## src/rtl/riscv_mem_arbiter.sv

```systemverilog
// Shares one main-memory block port among N_CH cache-miss FSMs.
// Requests are level-held until a one-cycle ready pulse. Arbitration is fixed-priority or round-robin.
module riscv_mem_arbiter #(
    parameter int N_CH       = 2,
    parameter int DATA_WIDTH = 128,
    parameter int S_ADDR     = 10,
    parameter int ARB_MODE   = 1,
    localparam int CH_W      = $clog2(N_CH)
) (
    input  logic                        i_riscv_arb_clk,
    input  logic                        i_riscv_arb_rst_n,
    input  logic [N_CH-1:0]             i_riscv_arb_ch_rden,
    input  logic [N_CH-1:0]             i_riscv_arb_ch_wren,
    input  logic [N_CH*S_ADDR-1:0]      i_riscv_arb_ch_addr,
    input  logic [N_CH*DATA_WIDTH-1:0]  i_riscv_arb_ch_wdata,
    output logic [N_CH-1:0]             o_riscv_arb_ch_ready,
    output logic [DATA_WIDTH-1:0]       o_riscv_arb_ch_rdata,
    output logic                        o_riscv_arb_mem_rden,
    output logic                        o_riscv_arb_mem_wren,
    output logic [S_ADDR-1:0]           o_riscv_arb_mem_addr,
    output logic [DATA_WIDTH-1:0]       o_riscv_arb_mem_wdata,
    input  logic                        i_riscv_arb_mem_ready,
    input  logic [DATA_WIDTH-1:0]       i_riscv_arb_mem_rdata,
    output logic                        o_riscv_arb_busy,
    output logic [31:0]                 o_riscv_arb_txn_count
);

    typedef enum logic [1:0] {IDLE, BUSY, RESP, GAP} state_t;

    state_t                state;
    logic [CH_W-1:0]       ptr;
    logic [CH_W-1:0]       winner;
    logic [CH_W-1:0]       win;
    logic [CH_W-1:0]       idx;
    logic [CH_W-1:0]       nxt_ptr;
    logic [CH_W:0]         sum;
    logic                  found;
    logic [N_CH-1:0]       req;
    logic [S_ADDR-1:0]     addr_a  [N_CH];
    logic [DATA_WIDTH-1:0] wdata_a [N_CH];

    assign req = i_riscv_arb_ch_rden | i_riscv_arb_ch_wren;

    for (genvar g = 0; g < N_CH; g++) begin : g_unpack
        assign addr_a[g]  = i_riscv_arb_ch_addr[g*S_ADDR +: S_ADDR];
        assign wdata_a[g] = i_riscv_arb_ch_wdata[g*DATA_WIDTH +: DATA_WIDTH];
    end

    // Scan starts at the pointer (round-robin) or at channel 0 (fixed priority); first hit wins.
    always_comb begin
        win   = '0;
        found = 1'b0;
        sum   = '0;
        idx   = '0;
        for (int i = 0; i < N_CH; i++) begin
            idx = CH_W'(i);
            if (ARB_MODE != 0) begin
                sum = {1'b0, ptr} + (CH_W+1)'(i);
                if (sum >= (CH_W+1)'(N_CH)) sum = sum - (CH_W+1)'(N_CH);
                idx = sum[CH_W-1:0];
            end
            if (!found && req[idx]) begin
                found = 1'b1;
                win   = idx;
            end
        end
    end

    assign nxt_ptr = (win == CH_W'(N_CH-1)) ? '0 : win + CH_W'(1);

    always_ff @(posedge i_riscv_arb_clk or negedge i_riscv_arb_rst_n) begin
        if (!i_riscv_arb_rst_n) begin
            state                 <= IDLE;
            ptr                   <= '0;
            winner                <= '0;
            o_riscv_arb_ch_ready  <= '0;
            o_riscv_arb_ch_rdata  <= '0;
            o_riscv_arb_mem_rden  <= 1'b0;
            o_riscv_arb_mem_wren  <= 1'b0;
            o_riscv_arb_mem_addr  <= '0;
            o_riscv_arb_mem_wdata <= '0;
            o_riscv_arb_busy      <= 1'b0;
            o_riscv_arb_txn_count <= '0;
        end else begin
            case (state)
                IDLE: if (found) begin
                    // Write wins when a channel raises both rden and wren.
                    winner                <= win;
                    o_riscv_arb_mem_addr  <= addr_a[win];
                    o_riscv_arb_mem_wdata <= wdata_a[win];
                    o_riscv_arb_mem_wren  <= i_riscv_arb_ch_wren[win];
                    o_riscv_arb_mem_rden  <= ~i_riscv_arb_ch_wren[win];
                    o_riscv_arb_busy      <= 1'b1;
                    if (ARB_MODE != 0) ptr <= nxt_ptr;
                    state                 <= BUSY;
                end
                BUSY: if (i_riscv_arb_mem_ready) begin
                    if (o_riscv_arb_mem_rden) o_riscv_arb_ch_rdata <= i_riscv_arb_mem_rdata;
                    o_riscv_arb_mem_rden         <= 1'b0;
                    o_riscv_arb_mem_wren         <= 1'b0;
                    o_riscv_arb_ch_ready[winner] <= 1'b1;
                    state                        <= RESP;
                end
                RESP: begin
                    o_riscv_arb_ch_ready  <= '0;
                    o_riscv_arb_txn_count <= o_riscv_arb_txn_count + 32'd1;
                    state                 <= GAP;
                end
                default: begin
                    // GAP lets the served requester drop its level before re-arbitration.
                    o_riscv_arb_busy <= 1'b0;
                    state            <= IDLE;
                end
            endcase
        end
    end

endmodule

```

## config.mk

```make
export PLATFORM = sky130hd
export DESIGN_NAME = riscv_mem_arbiter
export DESIGN_NICKNAME = d
export VERILOG_FILES = /design/src/rtl/riscv_mem_arbiter.sv
export SDC_FILE = /design/constraint.sdc
export NUM_CORES = 1
export LEC_CHECK = 0
export ABC_CLOCK_PERIOD_IN_PS = 5100
export CORE_AREA = 2 2 275 277
export DETAILED_ROUTE_END_ITERATION = 12
export DIE_AREA = 0 0 277 279
export SLEW_MARGIN = 25
export SYNTH_ARGS = -nofsm -noshare
export SYNTH_HDL_FRONTEND = slang
export SYNTH_SLANG_ARGS = --single-unit
```

## constraint.sdc

```tcl
create_clock -name i_riscv_arb_clk -period 5.1 [get_ports i_riscv_arb_clk]
set_clock_uncertainty 0.05 [all_clocks]
set_input_delay 0.765 -clock i_riscv_arb_clk [delete_from_list [all_inputs] [get_ports i_riscv_arb_clk]]
set_output_delay 0.765 -clock i_riscv_arb_clk [all_outputs]
set_load 0.005 [all_outputs]
```

==> metrics.txt <==
Req. time, crit path 5.52 ns; CP arrival 3.33 ns; Comb pwr share 42.2%; Synth top cells by count dfrtp_1 (307), nand2_1 (294), a22oi_1 (138), mux2_2 (129), clkbuf_1 (41); CTS tree yes; crit-path most repeated cell nand2_1; Avg Inst Size Synth 11.8 um^2; final hold viol count 0; pins over their slew limit 0; register area 7680 um^2; Worst slew margin 47.5%; max incr delay on CP 0.72 ns; WS Path Type in -> reg; Yosys top cell area share 61.8%; unrepaired setup endpoints after global routing no; Die Y 279 um; Initial DRC Count 480; Net Sw Power 3770 uW; post-CTS sizing 0; count leader, synth dfrtp_1; routed length per placed instance 17.3 um; Root Buffer clkbuf_16; syn nets 1469; Setup crit start kind input pin; Die ar. 77300 um^2; Port-buffer cells 713; Seq/Total Area, Yosys 61.8%; Post-Route WL 47400 um; Distinct cells, synth 42; cell count after synthesis 1053; clock power share 22.6%; Setup Slack @ Placement 1.63 ns; Switching Fraction 31.8%; Multi-input gate area 4480 um^2; slowest cell on the critical path nor4_2; final worst path period need 2.91 ns; outcome completed; Reg-to-Reg End o_riscv_arb_txn_count[31]$_DFFE_PN0P_; worst r2r path cells 6; Critical path buffers and inverters 2; Yosys reg bits 307; Final Setup Violations 0; Starting Density 16.8%; top cells by area, synth dfrtp_1 (62%), mux2_2 (12%), nand2_1 (8.9%); vias in the first global route 11.2k; pwr dens 540 nW/um^2; Final nets 2166; HP Class in -> async; dpl hpwl 37200 um; part of the cycle the worst path needs 57.0%; top_reg_cell synth dfrtp_1; Top delay family on crit path simple AND/OR/NAND/NOR gates; Cell Area, Synth 12400 um^2; post-route ant nets 0; drc violations 0; gr usage total 11.8%; number of CTS-inserted buffers 37; fmax 0.344 GHz; placer congestion estimate 0.840; H-tree Lvls 2; Maximum Capacitance Violations 0; Worst-path clk slew 0.06 ns; FF-to-FF setup slack 2.27 ns; Post-CTS Setup Bufs 0; Die Wd 277 um; synthesis-to-finish area growth 76.4%; total power 11800 uW; total core area 74100 um^2; internal power 8070 uW; I/O Pins 714; Worst R2R Start state[0]$_DFFE_PN0P_; clk sink count 307; worst slew pin tran 0.780 ns; initial antenna violation count 1; largest net degree at the start of global routing 134; Flop pwr share 35.1%; layout cells sized above 1 12.0%; CP Max Fanout 78; peak ir drop on the vdd network 0.375 mV; Syn. warnings 0; setup_tns 0 ns; Final Worst Setup Slack 2.19 ns; Non-Filler Instances 2746; n_diodes 0; filler instances 7585; placed insts 2680; hold buffers post-CTS 0; Leakage Power 0.00948 uW; leading area contributor after synthesis dfrtp_1; asr flop ratio synth 100%; Vias/cell 3.90; global-route wire length before repair 69700 um; Post-synth EDFFs 0; clk buf depth 3; Pre-Repair DR Iteration Count 5; CP cell instances clkdlybuf4s50_1 > nor4_2 > nand2b_4 > buf_12 > nand2_1 > nand2_1; Skew-Pair Late Insertion Delay 0.54 ns; grt ovf 0; row count 100; via count 10.7k; critical path endpoint category flip-flop
==> registers in the layout, indices dropped and copies added (netlist names) <==
register,count
o_riscv_arb_busy,1
o_riscv_arb_ch_rdata,128
o_riscv_arb_ch_ready,2
o_riscv_arb_mem_addr,10
o_riscv_arb_mem_rden,1
o_riscv_arb_mem_wdata,128
o_riscv_arb_mem_wren,1
o_riscv_arb_txn_count,32
ptr,1
state,2
winner,1
==> power by group through the flow <==
stage / registers (uW) / clock network, uW / logic, uW
finish: 4160 / 2680 / 5000
global route: 4310 / 2910 / 5450
CTS: 4190 / 2800 / 5110
detailed placement: 4210 / 0 / 5100
global placement: 4170 / 0 / 5030
floorplan: 4170 / 0 / 1760
==> final cells by class <==
class                   count  area share (%)
multi-input cells         673            20.4
clock buffers              55            5.18
clock inverters            11           0.508
flip-flops and latches    307            35.0
well taps                 969            5.53
inverters                   8           0.137
repair buffers            723            33.2
==> routing by layer <==
layer | global-route usage, % | vias to the layer above | wire [um]
met1 | 13.2 | 5112 | 18300
met2 | 20.9 | 494 | 23800
met5 | 0 | - | 13
met4 | 4.01 | 2 | 1460
met3 | 3.87 | 72 | 3850
li1 | - | 5032 | -
==> through the flow <==
step | utilization, % | cell area [um^2] | hold slack [ns]
2_1_floorplan | - | 12400 | 0.413
3_3_place_gp | 27.9 | 20700 | 0.401
3_5_place_dp | 27.9 | 20700 | 0.405
4_1_cts | 29.6 | 21900 | 0.0531
5_1_grt | 29.6 | 21900 | 0.0683
6_report | 29.6 | 21900 | 0.0744
==> worst max path at each step <==
stage,depth (start not counted),startpoint,slack [ns],endpoint
finish,6,i_riscv_arb_ch_rden[0],2.19,o_riscv_arb_mem_wdata[71]$_DFFE_PN0P_
global route,6,i_riscv_arb_ch_rden[0],1.96,o_riscv_arb_mem_wdata[87]$_DFFE_PN0P_
CTS,6,state[0]$_DFFE_PN0P_,2.17,o_riscv_arb_txn_count[29]$_DFFE_PN0P_
detailed placement,6,i_riscv_arb_ch_wren[0],1.63,o_riscv_arb_mem_wdata[77]$_DFFE_PN0P_
global placement,6,i_riscv_arb_ch_wren[0],1.77,o_riscv_arb_mem_wdata[83]$_DFFE_PN0P_
floorplan,6,i_riscv_arb_ch_wren[0],3.04,o_riscv_arb_mem_addr[0]$_DFFE_PN0P_
==> cell usage in the layout (no fill, tap or decap), drive strengths merged, types with 5 or more instances in the layout <==
| master | count |
|---|---|
| a22oi | 138 |
| buf | 11 |
| clkbuf | 55 |
| clkdlybuf4s50 | 712 |
| clkinv | 7 |
| dfrtp | 307 |
| ha | 5 |
| inv | 9 |
| mux2 | 129 |
| nand2 | 294 |
| nand3 | 8 |
| nand4 | 7 |
| nor2 | 13 |
| nor3 | 10 |
| nor4 | 6 |
| o21ai | 5 |
| xnor2 | 11 |
| xor2 | 20 |
==> logic make-up (layout without fill, tap and decap cells) <==
logic type	Yosys count	after routing	synth area share, %
simple gates	351	351	11.9
flops	307	307	61.8
compound gates	156	156	9.33
mux	130	130	11.8
buf+inv	73	797	2.52
xor+xnor	31	31	2.18
fa+ha+maj	5	5	0.503
Power figures use the tool's default switching activity.
